--- config.mk ---
export PLATFORM = sky130hd
export DESIGN_NAME = cpu_sequencer
export DESIGN_NICKNAME = d
export VERILOG_FILES = /design/src/rtl/cpu_seq_pkg.sv /design/src/rtl/instr_decoder.sv /design/src/rtl/cpu_sequencer.sv
export SDC_FILE = /design/constraint.sdc
export NUM_CORES = 1
export LEC_CHECK = 0
export CAP_MARGIN = 20
export CORE_UTILIZATION = 49
export DETAILED_ROUTE_END_ITERATION = 7
export PLACE_DENSITY_LB_ADDON = 0.3
export SLEW_MARGIN = 10
export SYNTH_ARGS = -nofsm -noshare
export SYNTH_HDL_FRONTEND = slang
export SYNTH_HIERARCHICAL = 1
export SYNTH_SLANG_ARGS = --single-unit
--- constraint.sdc ---
create_clock -name clock -period 4.2 [get_ports clock]
set_input_delay 0.84 -clock clock [delete_from_list [all_inputs] [get_ports clock]]
set_output_delay 0.84 -clock clock [all_outputs]
set_load 0.01 [all_outputs]
--- src/rtl/cpu_seq_pkg.sv ---
// Shared types and constants for the multicycle CPU control sequencer.
package cpu_seq_pkg;

    localparam int unsigned INSTR_W = 16;
    localparam int unsigned OPC_W   = 4;
    localparam int unsigned ALU_W   = 4;

    typedef enum logic [2:0] {
        IDLE,
        FETCH,
        DECODE,
        EXEC,
        WB,
        HALT
    } state_t;

    localparam logic [OPC_W-1:0] OP_ADD  = 4'h0;
    localparam logic [OPC_W-1:0] OP_SUB  = 4'h1;
    localparam logic [OPC_W-1:0] OP_AND  = 4'h2;
    localparam logic [OPC_W-1:0] OP_OR   = 4'h3;
    localparam logic [OPC_W-1:0] OP_SLT  = 4'h4;
    localparam logic [OPC_W-1:0] OP_ADDI = 4'h5;

    localparam logic [ALU_W-1:0] ALU_AND = 4'b0000;
    localparam logic [ALU_W-1:0] ALU_OR  = 4'b0001;
    localparam logic [ALU_W-1:0] ALU_ADD = 4'b0010;
    localparam logic [ALU_W-1:0] ALU_SUB = 4'b0110;
    localparam logic [ALU_W-1:0] ALU_SLT = 4'b0111;

    localparam logic [INSTR_W-1:0] HALT_WORD = 16'hFFFF;

    // Datapath controls implied by one opcode.
    typedef struct packed {
        logic [ALU_W-1:0] alu_control;
        logic             alu_src;
        logic             reg_dst;
        logic             writes;
        logic             illegal;
    } dec_t;

endpackage

--- src/rtl/instr_decoder.sv ---
// Opcode decoder: maps a 4-bit opcode to ALU op, operand/destination
// selects, register-write enable and an illegal-opcode flag.
//   opcode : instruction bits [15:12]
//   dec_c  : combinational control bundle
module instr_decoder
    import cpu_seq_pkg::*;
(
    input  logic [OPC_W-1:0] opcode,
    output dec_t             dec_c
);

    always_comb begin
        // Unknown opcodes: harmless ADD setting, no write, flagged illegal.
        dec_c = '{alu_control: ALU_ADD, alu_src: 1'b0, reg_dst: 1'b0,
                  writes: 1'b0, illegal: 1'b1};
        case (opcode)
            OP_ADD:  dec_c = '{ALU_ADD, 1'b0, 1'b1, 1'b1, 1'b0};
            OP_SUB:  dec_c = '{ALU_SUB, 1'b0, 1'b1, 1'b1, 1'b0};
            OP_AND:  dec_c = '{ALU_AND, 1'b0, 1'b1, 1'b1, 1'b0};
            OP_OR:   dec_c = '{ALU_OR,  1'b0, 1'b1, 1'b1, 1'b0};
            OP_SLT:  dec_c = '{ALU_SLT, 1'b0, 1'b1, 1'b1, 1'b0};
            OP_ADDI: dec_c = '{ALU_ADD, 1'b1, 1'b0, 1'b1, 1'b0};
            default: ;
        endcase
    end

endmodule

--- src/rtl/cpu_sequencer.sv ---
// Multicycle control sequencer: FETCH/DECODE/EXEC/WB with an
// instruction-memory handshake, run/step/halt control and a retire counter.
//   clock, reset_n     : rising-edge clock, synchronous active-low reset
//   run, step          : continuous run level / single-instruction pulse
//   imem_req, imem_ack : fetch request and memory data-valid
//   instr              : instruction word
//   ir_load            : IR load, qualified by imem_ack in the same cycle
//   pc_write, reg_write, illegal : single-cycle WB strobes
//   reg_dst, alu_src, alu_control : datapath selects, valid in EXEC and WB
//   busy, halted       : status
//   retired            : completed-instruction count (wraps)
module cpu_sequencer
    import cpu_seq_pkg::*;
#(
    parameter int unsigned RETIRE_W = 16
) (
    input  logic                clock,
    input  logic                reset_n,
    input  logic                run,
    input  logic                step,
    output logic                imem_req,
    input  logic                imem_ack,
    input  logic [INSTR_W-1:0]  instr,
    output logic                ir_load,
    output logic                pc_write,
    output logic                reg_write,
    output logic                reg_dst,
    output logic                alu_src,
    output logic [ALU_W-1:0]    alu_control,
    output logic                busy,
    output logic                halted,
    output logic                illegal,
    output logic [RETIRE_W-1:0] retired
);

    state_t                state_q, state_d;
    logic                  single_mode_q, single_mode_d;
    logic [OPC_W-1:0]      opcode_q, opcode_d;
    logic [OPC_W-1:0]      dec_opcode;
    dec_t                  dec_c;

    logic                  imem_req_d, pc_write_d, reg_write_d, illegal_d;
    logic                  reg_dst_d, alu_src_d, busy_d, halted_d;
    logic [ALU_W-1:0]      alu_control_d;
    logic [RETIRE_W-1:0]   retired_d;

    // Decode the live word while in DECODE so the EXEC-entry registers
    // already see the new opcode; afterwards use the latched copy.
    assign dec_opcode = (state_q == DECODE) ? instr[INSTR_W-1 -: OPC_W] : opcode_q;

    instr_decoder u_dec (
        .opcode (dec_opcode),
        .dec_c  (dec_c)
    );

    // IR load must line up with the ack cycle, so it is qualified by the
    // live ack; reset suppresses it so an ack during reset is dropped.
    assign ir_load = reset_n && (state_q == FETCH) && imem_ack;

    // Next state and next values of every registered output.
    always_comb begin
        state_d       = state_q;
        single_mode_d = single_mode_q;
        opcode_d      = opcode_q;
        imem_req_d    = 1'b0;
        pc_write_d    = 1'b0;
        reg_write_d   = 1'b0;
        illegal_d     = 1'b0;
        reg_dst_d     = 1'b0;
        alu_src_d     = 1'b0;
        alu_control_d = '0;
        busy_d        = 1'b0;
        halted_d      = 1'b0;
        retired_d     = retired;

        case (state_q)
            IDLE: begin
                if (run || step) begin
                    state_d       = FETCH;
                    single_mode_d = ~run;
                end
            end
            FETCH:   if (imem_ack) state_d = DECODE;
            DECODE: begin
                opcode_d = instr[INSTR_W-1 -: OPC_W];
                state_d  = (instr == HALT_WORD) ? HALT : EXEC;
            end
            EXEC:    state_d = WB;
            WB:      state_d = (single_mode_q || !run) ? IDLE : FETCH;
            HALT:    state_d = HALT;
            default: state_d = IDLE;
        endcase

        imem_req_d = (state_d == FETCH);
        busy_d     = (state_d != IDLE) && (state_d != HALT);
        halted_d   = (state_d == HALT);

        if (state_d == EXEC || state_d == WB) begin
            alu_control_d = dec_c.alu_control;
            alu_src_d     = dec_c.alu_src;
            reg_dst_d     = dec_c.reg_dst;
        end

        if (state_d == WB) begin
            pc_write_d  = 1'b1;
            reg_write_d = dec_c.writes;
            illegal_d   = dec_c.illegal;
            retired_d   = retired + RETIRE_W'(1);
        end
    end

    // State, control flags and output registers.
    always_ff @(posedge clock) begin
        if (!reset_n) begin
            state_q       <= IDLE;
            single_mode_q <= 1'b0;
            opcode_q      <= '0;
            imem_req      <= 1'b0;
            pc_write      <= 1'b0;
            reg_write     <= 1'b0;
            illegal       <= 1'b0;
            reg_dst       <= 1'b0;
            alu_src       <= 1'b0;
            alu_control   <= '0;
            busy          <= 1'b0;
            halted        <= 1'b0;
            retired       <= '0;
        end else begin
            state_q       <= state_d;
            single_mode_q <= single_mode_d;
            opcode_q      <= opcode_d;
            imem_req      <= imem_req_d;
            pc_write      <= pc_write_d;
            reg_write     <= reg_write_d;
            illegal       <= illegal_d;
            reg_dst       <= reg_dst_d;
            alu_src       <= alu_src_d;
            alu_control   <= alu_control_d;
            busy          <= busy_d;
            halted        <= halted_d;
            retired       <= retired_d;
        end
    end

endmodule

==> summary.txt <==
Setup path
  – CP Class: in2out
  – R2R setup slack: 1920 ps
  – R2R depth: 5
  – CP most frequent cell: clkdlybuf4s50_1
  – Worst EP required: 3360 ps
  – Top delay family on crit path: buffers and inverters
  – RR Startpoint: state_q[1]$_SDFF_PN0_
  – Worst Path Arrival: 2310 ps
  – Worst Path Buf+Inv: 3
  – CP max FO: 6
  – Slowest CP cell: clkdlybuf4s50_1
  – CP Capture Type: output pin
  – CP Launch Type: primary input
  – Cell chain of the critical path: clkdlybuf4s50_1 > inv_1 > nor4_1 > clkdlybuf4s50_1
  – R2r endpoint: alu_control[1]$_SDFF_PN0_
  – CP max stage delay: 590 ps

Logic synthesis
  – Post-synthesis compound-gate area fraction: 0.116
  – Flops & latches, synth: 36
  – Multiplexer share of the synthesized area: 0.0290
  – Adder-Cell Fraction of Synth Area: 0.00805
  – Post-synthesis sequential area ratio: 0.463
  – Synth area leader: dfxtp_1
  – Ys Warns: 6
  – Synth Area per Inst: 8.89 sq um
  – XOR/XNOR Fraction of Synth Area: 0.0507
  – Synthesized net count: 197
  – Ranking of synthesized cells by area: dfxtp_1 46%, and2_1 4.8%, nor2_1 4.1%
  – Yosys top cell area share: 0.463
  – Synth Instances: 175
  – Largest family of logic cells by synthesized area: simple AND/OR/NAND/NOR gates
  – Yosys cell types: 39
  – Dominant synthesized flop cell: dfxtp_1
  – Synth Area in Simple Gates: 0.298
  – Asr flop ratio synth: 0
  – Mapped Area: 1560 sq um
  – Post-synth EDFFs: 0

Clock tree
  – CTS Hold Bufs: 0
  – Clk sinks: 36
  – CTS tree: built
  – Root Driver: clkbuf_4
  – CTS Buffer Depth: 2
  – PostCTS Resize Cnt: 0
  – Worst-skew pair later-pin latency: 330 ps
  – CTS Buf Count: 5
  – CTS H-Tree Depth: 2
  – Clk pin slew, worst setup/hold paths: 100 ps
  – Setup Buffers After CTS: 0

Layout
  – Util after Layout: 0.709
  – Share of cells above drive strength 1: 0.0708
  – Final net count: 248
  – Area growth syn-to-layout: 38.0%
  – FILL cells: 267
  – Post-route insts no fill: 270
  – Antenna Cells: 0

Floorplanning
  – Die area: 3400 sq um
  – Core area: 3030 sq um
  – Die Width: 58.3 um
  – FP Rows: 20
  – Die height: 58.3 um
  – IO Pins: 50
  – Initial Utilization: 0.514

Min path
  – Hold Path Sink: retired[15]$_SDFFE_PN0N_
  – WHS Path Cells: 2
  – Hold path start: retired[15]$_SDFFE_PN0N_
  – Worst hold path type: reg2reg

STA
  – Max Transition Viols Final: 0
  – Setup_tns: 0 ps
  – Hold WS: 496 ps
  – Final Worst Setup Slack: 1050 ps
  – Final setup violation count: 0
  – Unrepaired setup endpoints after global routing: no
  – Tcrit/Tclk final: 0.750
  – Slew headroom: 0.561
  – Skew final: 3.27 ps
  – Fmax: 317 MHz
  – Worst slew pin tran: 653 ps
  – Min Tclk post-route: 3150 ps
  – Final Hold Fails: 0

Global route
  – Largest net degree at the start of global routing: 23
  – First-pass GRT wire length: 5.66 mm
  – Vias in the first global route: 1322
  – Antenna violations before repair: 0
  – GRT Residual Overflow: 0
  – Tot GR Track Use: 0.220

Flow run
  – Maxcap violations: 0

Placed design
  – PortBufs: 49
  – HPWL Detailed: 2.52 mm
  – Cell count after placement: 263
  – Pre-CTS setup slack: 1070 ps
  – RD Place Congestion: 0.779

Outcome
  – Outcome: finished, final reports clean

Drt
  – Drt wl/cell: 12.4 um
  – Final ANT Viol Nets: 0
  – Vias/cell: 5.26
  – DRC: 0
  – Starting DRC count in detailed routing: 75
  – Total iterations of the first detailed-routing run: 5
  – WL final: 3.35 mm
  – Vias: 1420

Power and ir drop
  – P_leak: 0.778 nW
  – Max rail drop VDD: 0.000178 V
  – Pwr/cell area: 296 nW/um^2
[cells in the mapped netlist, types with 2 or more instances]
library cell and instances:
mux2_2 4, xor2_1 3, dfxtp_1 36, clkbuf_1 4
nor4_1 3, nand2_1 8, and2_1 12, nor2_1 17
nor3_1 6, nand2b_1 2, a21oi_1 12, xnor2_1 6
nand3_1 6, or3_1 6, inv_1 6, nor2b_1 4
nand4_1 7, o21ai_0 11, a211oi_1 2
[tightest hold or removal path: stages, from the launching register on]
cell     delay, ps
dfxtp_1        340
o31ai_1         70
a21oi_1         50
[through the flow]
step | power, mW | area [sq um]
after global placement | 0.441 | 2080
after global routing | 0.668 | 2150
after CTS | 0.640 | 2150
after detailed placement | 0.444 | 2080
after floorplan | 0.406 | 1560
final | 0.636 | 2150
[cell type report]
| class | instances | area (sq um) | share of cell area |
|---|---|---|---|
| multi-input cells | 127 | 785 | 0.366 |
| repair buffers | 50 | 498 | 0.232 |
| well taps | 44 | 55.1 | 0.0257 |
| flip-flops and latches | 36 | 721 | 0.336 |
| clock buffers | 7 | 65.1 | 0.0303 |
| inverters | 6 | 22.5 | 0.0105 |
[layer usage]
layer  up-vias  global-route usage  wire length (um)
met5         -                   0                 0
met1       652               0.253              1440
met2        47               0.374              1670
li1        714                   -                 -
met4         0              0.0952                67
met3         7              0.0703               169
[power breakdown]
part	switching, mW	internal [mW]	total [mW]
logic	0.0335	0.0433	0.0768
clock network	0.103	0.0949	0.198
registers	0.0105	0.350	0.361
total	0.147	0.489	0.636
[registers in the layout, indices dropped and copies added (netlist names)]
name           count
retired           16
alu_control        4
opcode_q           4
state_q            3
alu_src            1
busy               1
halted             1
illegal            1
imem_req           1
pc_write           1
reg_dst            1
reg_write          1
single_mode_q      1
[kinds of logic after synthesis]
family          after synthesis
fa+ha+maj                     1
flops                        36
other cells                   1
mux                           4
buf+inv                      12
xor+xnor                      9
simple gates                 81
compound gates               31
[worst max-delay path by stage]
stage / startpoint / end / slack [ps] / cells past startpoint
2_1_floorplan: reset_n / ir_load / 1850 / 3
3_3_place_gp: reset_n / ir_load / 1100 / 4
3_5_place_dp: reset_n / ir_load / 1070 / 4
4_1_cts: reset_n / ir_load / 1050 / 4
5_1_grt: reset_n / ir_load / 990 / 4
6_report: reset_n / ir_load / 1050 / 4
[placed cells by master (no fill, tap or decap), drive strengths merged, types with 6 or more instances in the layout]
cell	n
dfxtp	36
inv	6
nand2	8
or3	7
o21ai	11
clkdlybuf4s50	49
clkbuf	7
nor2	17
xnor2	6
nor3	6
nand4	7
and2	12
a21oi	13
nand3	6
Power figures use the tool's default switching activity.
